## config.mk

```make
export PLATFORM = sky130hd
export DESIGN_NAME = spike_window_scheduler
export DESIGN_NICKNAME = d
export VERILOG_FILES = /design/src/rtl/spike_window_scheduler.sv
export SDC_FILE = /design/constraint.sdc
export NUM_CORES = 1
export LEC_CHECK = 0
export CAP_MARGIN = 25
export CORE_ASPECT_RATIO = 0.6
export CORE_MARGIN = 5
export CORE_UTILIZATION = 40
export DETAILED_ROUTE_END_ITERATION = 8
export PLACE_DENSITY = 0.66
export SYNTH_ARGS = -nofsm -noshare
export SYNTH_HDL_FRONTEND = slang
export SYNTH_SLANG_ARGS = --single-unit
```

## constraint.sdc

```tcl
create_clock -name clk -period 5.58 [get_ports clk]
set_input_delay 1.674 -clock clk [delete_from_list [all_inputs] [get_ports clk]]
set_output_delay 1.674 -clock clk [all_outputs]
set_load 0.01 [all_outputs]
```

## src/rtl/spike_window_scheduler.sv

```systemverilog
// Collects per-timestep spike vectors into per-neuron window patterns and
// streams each completed window to the TPPE over a valid/ready link.
module spike_window_scheduler #(
    parameter int N_NEURONS = 4,
    parameter int T_WINDOW  = 16,
    parameter int IDX_W     = 2
) (
    input  logic                 clk,
    input  logic                 rst,
    input  logic                 flush,
    input  logic                 step_valid,
    output logic                 step_ready,
    input  logic [N_NEURONS-1:0] spike_vec,
    output logic                 pat_valid,
    input  logic                 pat_ready,
    output logic [T_WINDOW-1:0]  pat_data,
    output logic [IDX_W-1:0]     pat_neuron,
    output logic                 pat_last,
    output logic                 window_done
);

    localparam int CNT_W = $clog2(T_WINDOW + 1);
    localparam logic [CNT_W-1:0] CNT_FULL = CNT_W'(T_WINDOW);
    localparam logic [IDX_W-1:0] LAST_IDX = IDX_W'(N_NEURONS - 1);

    typedef enum logic {
        IDLE,
        SEND
    } drain_state_t;

    drain_state_t        state;
    logic [CNT_W-1:0]    cap_cnt;
    logic [T_WINDOW-1:0] cap_bank   [N_NEURONS];
    logic [T_WINDOW-1:0] drain_bank [N_NEURONS];

    logic             step_accept;
    logic             swap;
    logic             pat_hs;
    logic [IDX_W-1:0] next_idx;

    assign step_ready  = (cap_cnt != CNT_FULL) && !flush;
    assign step_accept = step_valid && step_ready;
    // A full capture bank waits here until the drain side is idle.
    assign swap        = (cap_cnt == CNT_FULL) && (state == IDLE) && !flush;
    assign pat_hs      = pat_valid && pat_ready;
    assign next_idx    = pat_neuron + 1'b1;

    always_ff @(posedge clk or posedge rst) begin
        if (rst) begin
            cap_cnt <= '0;
            for (int unsigned i = 0; i < N_NEURONS; i++) begin
                cap_bank[i] <= '0;
            end
        end else if (flush || swap) begin
            cap_cnt <= '0;
            for (int unsigned i = 0; i < N_NEURONS; i++) begin
                cap_bank[i] <= '0;
            end
        end else if (step_accept) begin
            cap_cnt <= cap_cnt + 1'b1;
            for (int unsigned i = 0; i < N_NEURONS; i++) begin
                cap_bank[i] <= {cap_bank[i][T_WINDOW-2:0], spike_vec[i]};
            end
        end
    end

    always_ff @(posedge clk or posedge rst) begin
        if (rst) begin
            state       <= IDLE;
            pat_valid   <= 1'b0;
            pat_data    <= '0;
            pat_neuron  <= '0;
            pat_last    <= 1'b0;
            window_done <= 1'b0;
            for (int unsigned i = 0; i < N_NEURONS; i++) begin
                drain_bank[i] <= '0;
            end
        end else begin
            window_done <= 1'b0;
            case (state)
                IDLE: begin
                    if (swap) begin
                        drain_bank <= cap_bank;
                        state      <= SEND;
                        pat_valid  <= 1'b1;
                        pat_data   <= cap_bank[0];
                        pat_neuron <= '0;
                        pat_last   <= 1'b0;
                    end
                end
                SEND: begin
                    if (pat_hs) begin
                        if (pat_last) begin
                            state       <= IDLE;
                            pat_valid   <= 1'b0;
                            pat_data    <= '0;
                            pat_neuron  <= '0;
                            pat_last    <= 1'b0;
                            window_done <= 1'b1;
                        end else begin
                            pat_data   <= drain_bank[next_idx];
                            pat_neuron <= next_idx;
                            pat_last   <= (next_idx == LAST_IDX);
                        end
                    end
                end
                default: state <= IDLE;
            endcase
        end
    end

endmodule

```

==> results of run 1 <==
## cell families (layout without fill, tap and decap cells)
family / Yosys count / count (layout)
AOI/OAI and AO/OA: 158 / 158
DFF: 155 / 155
muxes: 115 / 115
buffers and inverters: 55 / 82
and+or+nand+nor: 38 / 38
adders and majority gates: 3 / 3
## stage by stage
| step | total power, mW | hold WS (ps) | cells | setup WS, ps |
|---|---|---|---|---|
| after floorplan | 1.43 | 466 | 524 | 1950 |
| after global placement | 1.55 | 477 | 751 | 817 |
| after detailed placement | 1.56 | 486 | 751 | 803 |
| after CTS | 2.72 | 502 | 783 | 803 |
| after global routing | 2.81 | 517 | 785 | 756 |
| final | 2.72 | 502 | 785 | 757 |
## worst max-delay path: cells and delay by family
kind	cells	cell delay (ps)
and+or+nand+nor	1	290
buffers and inverters	2	1180
## report_power, final
group | total, mW | switching (mW) | internal [mW]
clock | 1.16 | 0.482 | 0.681
combinational | 0.372 | 0.215 | 0.156
sequential | 1.18 | 0.0298 | 1.15
total | 2.72 | 0.727 | 1.99
## path summary, 6_finish.rpt
check / start / end / slack [ps] / cells after the start
min in group asynchronous: rst / cap_bank[16] / 1640 / 3
max reg2reg: cap_cnt[0] / cap_bank[20] / 2510 / 7
min: cap_bank[8] / cap_bank[9] / 500 / 1
min reg2reg: cap_bank[8] / cap_bank[9] / 500 / 1
max in group asynchronous: rst / drain_bank[23] / 3120 / 4
max: flush / step_ready / 760 / 3
## cell usage in the layout, fill, tap and decap left out, types with 4 or more instances in the layout
cell type	n
inv_6	6
clkdlybuf4s50_1	30
nand2b_1	16
inv_1	7
mux2i_1	35
a21oi_1	4
clkbuf_16	17
o2bb2ai_1	64
dfrtp_1	155
o21ai_0	70
buf_4	9
o221ai_1	16
clkinvlp_4	4
mux2_2	80
## area by class of cell
cell class / count / area (µm²)
clock buffer: 18 / 439
clock inverter: 14 / 156
fill: 1541 / 9020
inverter: 8 / 33.8
multi-input combinational: 314 / 2690
sequential: 155 / 3880
tap: 234 / 293
timing repair buffer: 42 / 435
## metal layers
layer / global-route usage [%] / share of wire [%] / vias to the layer above
li1: - / - / 1978
met1: 22.7 / 48 / 2268
met2: 24.6 / 48 / 87
met3: 3.65 / 3.8 / 18
met4: 3.53 / 1.1 / 0
met5: 0 / 0 / -
## sequential cells by signal, indices dropped and copies added, names as in the netlist
name / cells
cap_bank: 64
pat_last: 1
drain_bank: 64
pat_data: 16
pat_neuron: 2
window_done: 1
state: 1
pat_valid: 1
cap_cnt: 5
==> impl_metrics.yaml, run 1 <==
status:
  status: "completed"
logic_synthesis:
  yosys.area.top_type: "dfrtp_1"
  synth_most_common_cell: "dfrtp_1"
  ys_seq_area_share_pct: 56.7
  synth_top_area_share_pct: 56.7
  synth_fp_nets: 536
  synth_fa_ha_area_share_pct: 0.549
  synthCells: 524
  netlist_top_cells_count: "dfrtp_1 (155), mux2_2 (80), o21ai_0 (70)"
  synthXorXnorAreaFrac_pct: 0
  ys_types: 30
  syn_area_per_cell_um2: 13.0
  ys.flop_type: "dfrtp_1"
  synth_seq_cells: 155
  synth_top_family_by_area: "multiplexers"
  synth-compound-area-share_pct: 16.3
  muxShareOfSynthArea_pct: 18.3
  synth-simple-area-share_pct: 3.93
  synth_edf_count: 0
  synthTopCellsByArea: "dfrtp_1 (57%), mux2_2 (13%), o2bb2ai_1 (8.2%), mux2i_1 (5.1%), o21ai_0 (5.1%)"
  async_flop_share_pct: 100
  ys_warn_count: 0
  synth_area_um2: 6840
clocking:
  cts_resized: 0
  clockBufferDepth: 2
  clk_pin_slew_worst_paths_ps: 60
  clock_sinks: 155
  cts_buffers: 17
  worst_skew_pair.late_latency_ps: 420
  ctsHoldBuffers: 0
  cts_root_buffer: "clkbuf_16"
  cts_tree: "done"
  cts_max_level: 4
  cts_setup_buffers: 0
place:
  routabilityCongestion: 0.750
  portBuffers: 30
  dpl.hpwl_um: 8870
  place_area_um2: 7280
global_routing:
  grt_pass1_vias: 4689
  grt_overflow: 0
  grt_pass1_wl_um: 25200
  grt_max_degree: 74
  antenna_found_initial: 0
  grt_util_all_layers_pct: 15.8
routing:
  viasPerCell: 5.54
  routedWlPerCell_um: 19.2
  drt-pass1-iter-count: 4
  ant_nets: 0
  num_vias: 4351
  wirelength_um: 15000
  drc: 0
  drtIter0Drc: 289
timing:
  maxSlewHeadroom_pct: 38.0
  min_period_over_period_pct: 86.4
  grt_setup_unrepaired: "false"
  slew_viol_final: 0
  hold_violations: 0
  worstMarginPinSlew_ps: 930
  finalSetupViolations: 0
  fmax_ghz: 0.207
  skew_ps: 17.4
  fin_crit_ps: 4820
  tns_ps: 0
layout:
  drive_above_1_share_pct: 24.1
  syn_to_final_growth_pct: 15.9
  fin_area_um2: 7920
  utilization_pct: 46.8
  nets: 550
  antenna_cells: 0
worst_setup_path:
  cp-start-kind: "input port"
  crit_fanout: 6
  worstPathCellList: "clkdlybuf4s50_1, nor2_1, clkdlybuf4s50_1"
  worstSetupPathType: "input port to primary output"
  cp.required_ps: 3910
  worstPathArrival_ps: 3150
  critPathMaxStageDelay_ps: 600
  critPathCaptureType: "primary output"
  critPathSlowestCell: "clkdlybuf4s50_1"
  crit_path_frequent_cell: "clkdlybuf4s50_1"
floorplan:
  start_util_pct: 40.4
  num_io_pins: 31
  die-area_um2: 19900
  rows: 37
  die_w_um: 179
  die_h_um: 111
  core_um2: 16900
pwr:
  powerDensity_nw_per_um2: 343
  vdd_drop_max_mv: 0.194
  p_leak_nw: 3.46
flow_run:
  drv_cap: 0
worst_hold_path:
  worstHoldPathType: "flop to flop"
Power figures use the tool's default switching activity.
==> run 2: changes to the inputs <==
GPL_ROUTABILITY_DRIVEN = 0   (was unset)
==> results of run 2 <==
Final layout, timing and power as in run 1 (identical DEF).
==> patch 1, RTL diff (settings of run 1) <==
Compare `cap_cnt` against `CNT_FULL` with >= in place of ==.
--- a/src/rtl/spike_window_scheduler.sv
+++ b/src/rtl/spike_window_scheduler.sv
@@ -43,3 +43,3 @@
     // A full capture bank waits here until the drain side is idle.
-    assign swap        = (cap_cnt == CNT_FULL) && (state == IDLE) && !flush;
+    assign swap        = (cap_cnt >= CNT_FULL) && (state == IDLE) && !flush;
     assign pat_hs      = pat_valid && pat_ready;
Function: same outputs for any inputs over 10 cycles, from zero or initial values and one cycle with rst high; that may be too few to reach the edited logic, so the function may still have changed.
==> patch 1 against run 1 <==
  * Critical path depth unchanged
  * Setup slack better by 0.18 ns
  * Wire length up 15%
  * Global-route usage up 1.4 points
  * Sequential cell count unchanged
  * Maximum frequency up 3.9%
  * Core utilization up 0.084 points
  * Area after synthesis up 2.6%
  * Final area up 1.5%
  * Non-clock buffer count down 2
  * Critical path type unchanged
  * Largest cell class unchanged
Power is not compared: it rests on default switching activity, and its combinational part moved more than twofold at a synthesized area within 25%.
==> patch 1: results (changes against run 1) <==
synthAdderAreaFrac: 0.005350  # was 0.005489
maximum_fanout_count_along_the_critical_path: 7  # was 6
run_status: "finished, final reports clean"  # unchanged
grt_pass1_vias: 5036  # was 4,689
drtIter0Drc: 679  # was 289
grt_usage: 0.1730  # was 0.1585
grt_start_max_net_pins: 114  # was 74
synth_sequential_area_ratio: 0.5528  # was 0.5672
netlist_top_cells_area: "dfrtp_1 55%, mux2_2 14%, o211ai_1 7.1%, a21oi_1 5.6%, nand3_1 5.1%"  # was dfrtp_1 57%, mux2_2 13%, o2bb2ai_1 8.2%, mux2i_1 5.1%, o21ai_0 5.1%
top_post_synthesis_cells_by_count: "155 x dfrtp_1, 86 x mux2_2, 78 x a21oi_1"  # was 155 x dfrtp_1, 80 x mux2_2, 70 x o21ai_0
drt_wl_total_um: 17300  # was 15,040 um
fillers: 1551  # was 1,541
gr-usage-met1: 0.2578  # was 0.2268
finalClockSkew_ns: 0.009372  # was 0.01737 ns
placed_instance_area_sq_mm: 0.007462  # was 0.007281 sq mm
critPathMaxStageDelay_ns: 0.59
synth_mux_area_frac: 0.1601  # was 0.1830
clk-insertion-delay-late_ns: 0.42  # about the same
netlist-cell-type-count: 34  # was 30
post_synthesis_net_count: 605  # was 536
gp_congestion: 0.7801  # was 0.7495
final_stage_net_count: 600  # was 550
fraction_of_layout_cells_with_a_size_suffix_above_1: 0.2429  # was 0.2414
dp_hpwl_um: 10290  # was 8867 um
worst_slew_margin_rel: 0.3346  # was 0.3801
yosysWarningCount: 0  # unchanged
synth_compound_area_frac: 0.1523  # was 0.1630
detailedRoute.firstPassIterationCount: 5  # was 4
detail_route.vias_per_cell: 6.002  # was 5.543
grt_util_met2: 0.2603  # was 0.2460
wire_length_of_the_first_global_routing_pass_um: 28490  # was 25,190 um
global_route.usage.met3: 0.03530  # was 0.03647
patch 1: cell types whose count changed after synthesis, sizes merged, moves of 17 or more:
cell / change
o2bb2ai: -64
a21oi: +74
clkbuf: +17
mux2i: -33
o211ai: +66
o21ai: -70
nand3: +70
patch 1: final timing paths:
path	startpoint	end	slack (ns)	cells after the start
min	drain_bank[20]	drain_bank[20]	0.50	1
min in group asynchronous	rst	drain_bank[5]	1.73	3
min reg2reg	drain_bank[20]	drain_bank[20]	0.50	1
max reg2reg	pat_neuron[0]	pat_data[10]	2.49	6
max in group asynchronous	rst	drain_bank[50]	3.29	3
max	flush	step_ready	0.94	3
patch 1: through the flow:
stage	cells	setup slack (ns)
finish	835	0.9367
global route	835	0.8721
CTS	835	0.9282
detailed placement	803	0.9286
global placement	803	0.9293
floorplan	593	1.947
patch 1: kinds of logic after synthesis:
| kind of cell | count (synthesis) |
|---|---|
| AOI/OAI and AO/OA | 163 |
| adders and majority gates | 3 |
| buffers and inverters | 72 |
| DFF | 155 |
| muxes | 94 |
| and+or+nand+nor | 106 |
patch 1: power breakdown:
group	total, mW	internal [mW]	switching, mW
logic	0.0699	0.0153	0.0546
clock network	1.14	0.648	0.489
registers	1.13	1.13	0.00467
total	2.34	1.79	0.549
patch 1: final cells by class:
cell class | instances | area, sq um | area share
Timing Repair Buffer | 40 | 400.4 | 0.04976
Multi-Input combinational cell | 366 | 2856 | 0.3550
Inverter | 8 | 33.78 | 0.004198
Clock buffer | 19 | 452.9 | 0.05629
Tap cell | 234 | 292.8 | 0.03639
Sequential cell | 155 | 3879 | 0.4820
Clock inverter | 13 | 131.4 | 0.01633
patch 1: layer usage:
layer | wire (um) | part of all wire | vias to the layer above
li1 | - | - | 2214
met1 | 8208 | 0.47 | 2663
met2 | 8114 | 0.47 | 123
met3 | 842 | 0.049 | 12
met4 | 132 | 0.0076 | 0
met5 | 0 | 0 | -
==> patch 2, RTL diff (flow settings as in run 1) <==
Made on the original files. Set the parameter `T_WINDOW` to 32 (it was 16).
--- a/src/rtl/spike_window_scheduler.sv
+++ b/src/rtl/spike_window_scheduler.sv
@@ -4,3 +4,3 @@
     parameter int N_NEURONS = 4,
-    parameter int T_WINDOW  = 16,
+    parameter int T_WINDOW  = 32,
     parameter int IDX_W     = 2
Ports: changed (resized pat_data); port bits go from 31 to 47. No check against the original RTL was run, so the function may have changed too.
==> patch 2 against run 1 <==
  * Sequential cell count is 145 higher
  * Maximum frequency is 5.5% higher
  * Highest routed layer unchanged
  * Total power is 59% higher
  * Setup slack better by 0.25 ns
  * Largest power group unchanged
  * Hold slack worse by 0.018 ns
  * Critical endpoint unchanged
  * Wire length is 77% higher
  * Synthesized cell count is 56% higher
  * Area after synthesis is 81% higher
  * Final area is 79% higher
==> patch 2: results (changes against run 1) <==
wire_length_of_the_first_global_routing_pass_um: 44280  # was 25,190 um
power.leakage_nw: 6.885  # was 3.461 nW
grt_pass1_vias: 7449  # was 4,689
netlist-cell-type-count: 37  # was 30
detail_route.vias_per_cell: 5.866  # was 5.543
clk-insertion-delay-late_ns: 0.55  # was 0.42 ns
gp_congestion: 0.7332  # was 0.7495
dp_hpwl_um: 14710  # was 8867 um
netlist_top_cells_area: "dfrtp_1 61%, a32o_1 10%, mux2_1 8.9%, mux2_2 5.6%, mux2i_1 3.0%"  # was dfrtp_1 57%, mux2_2 13%, o2bb2ai_1 8.2%, mux2i_1 5.1%, o21ai_0 5.1%
synthArstFlopShare: 1.000  # unchanged
ir_worst_vdd_mv: 0.2305  # was 0.1936 mV
grt_usage: 0.1531  # was 0.1585
max-clock-path-buffers: 3  # was 2
cts.hold.buffers_added: 0  # unchanged
finalClockSkew_ns: 0.01718  # was 0.01737 ns
htree_levels: 1  # was 4
gr-usage-met1: 0.2576  # was 0.2268
fraction_of_layout_cells_with_a_size_suffix_above_1: 0.1715  # was 0.2414
insertedDiodeCount: 0  # unchanged
placement_setup_slack_ns: 0.8866  # was 0.8035 ns
grt_start_max_net_pins: 131  # was 74
grt_antenna_before_repair: 0  # unchanged
grt_util_met2: 0.2070  # was 0.2460
layout.cells.non_filler: 1265  # was 785
detailedRoute.firstPassIterationCount: 5  # was 4
drtIter0Drc: 647  # was 289
maximum_fanout_count_along_the_critical_path: 5  # was 6
post_cts_resized: 0  # unchanged
global_route.usage.met3: 0.02941  # was 0.03647
post_drt_wl_per_cell_um: 21.10  # was 19.16 um
final_stage_net_count: 846  # was 550
syn_avg_cell_area_sq_um: 15.10  # was 13.05 sq um
synth_edf_count: 0  # unchanged
numPortBuffers: 46  # was 30
cts-buffers-inserted: 29  # was 17
run_status: "finished, final reports clean"  # unchanged
largest_registers: "cap_bank (128), drain_bank (128), pat_data (32)"  # was cap_bank (64), drain_bank (64), pat_data (16)
placedCellCount: 1211  # was 751
timing_worst_slew_pin_value_ns: 1.062  # was 0.9298 ns
placed_instance_area_sq_mm: 0.01323  # was 0.007281 sq mm
post_synthesis_net_count: 831  # was 536
top_post_synthesis_cells_by_count: "300 x dfrtp_1, 129 x a32o_1, 98 x mux2_1"  # was 155 x dfrtp_1, 80 x mux2_2, 70 x o21ai_0
synth_sequential_area_ratio: 0.6069  # was 0.5672
timing.hold.worst.class: "reg -> reg"  # unchanged
worst-endpoint-arrival_ns: 2.90  # was 3.15 ns
==> patch 2: changes by cell type in the layout (fill, tap and decap cells not counted), sizes merged, moves of 16 or more <==
cell,delta
mux2,+80
dfrtp,+145
o21ai,-66
clkbuf,+27
o2bb2ai,-64
a32o,+129
clkdlybuf4s50,+16
==> patch 2: layer usage <==
metal / routed length (um) / vias up
met2: 11210 / 174
met1: 13930 / 3992
met3: 1318 / 22
met5: 0 / -
met4: 229 / 0
li1: - / 3232
==> patch 2: logic make-up (layout without fill, tap and decap cells) <==
kind of cell	after synthesis	after routing	share of synthesized area
DFF	300	300	0.6069
and+or+nand+nor	41	41	0.02003
adders and majority gates	3	3	0.003035
buffers and inverters	85	123	0.03095
muxes	212	212	0.2029
AOI/OAI and AO/OA	178	178	0.1362
==> patch 2: final timing paths <==
path | start | endpoint | slack (ns) | cells past startpoint
min | drain_bank[118] | drain_bank[118] | 0.48 | 1
min in group asynchronous | rst | cap_bank[126] | 1.56 | 2
max | flush | step_ready | 1.01 | 3
max reg2reg | cap_cnt[0] | drain_bank[59] | 2.24 | 7
min reg2reg | drain_bank[118] | drain_bank[118] | 0.48 | 1
max in group asynchronous | rst | cap_bank[106] | 3.05 | 3
==> patch 2: report_power, final <==
part | total (mW) | switching (mW) | internal [mW] | leakage, nW
Sequential | 2.18 | 0.00469 | 2.18 | 4.17
Combinational | 0.122 | 0.0991 | 0.0227 | 2.24
Clock | 2.01 | 0.817 | 1.19 | 0.481
Total | 4.31 | 0.921 | 3.39 | 6.89
==> patch 2: layout make-up <==
| type | count | area, sq um |
|---|---|---|
| fill | 2633 | 16010 |
| sequential | 300 | 7511 |
| multi-input combinational | 434 | 4531 |
| clock buffer | 45 | 855.8 |
| timing repair buffer | 60 | 640.6 |
| tap | 408 | 510.5 |
| clock inverter | 9 | 126.4 |
| inverter | 9 | 37.54 |
==> patch 2: critical path, cell delays in order <==
cell and delay, ns:
clkdlybuf4s50_1 0.51, a21oi_1 0.17, clkdlybuf4s50_1 0.55
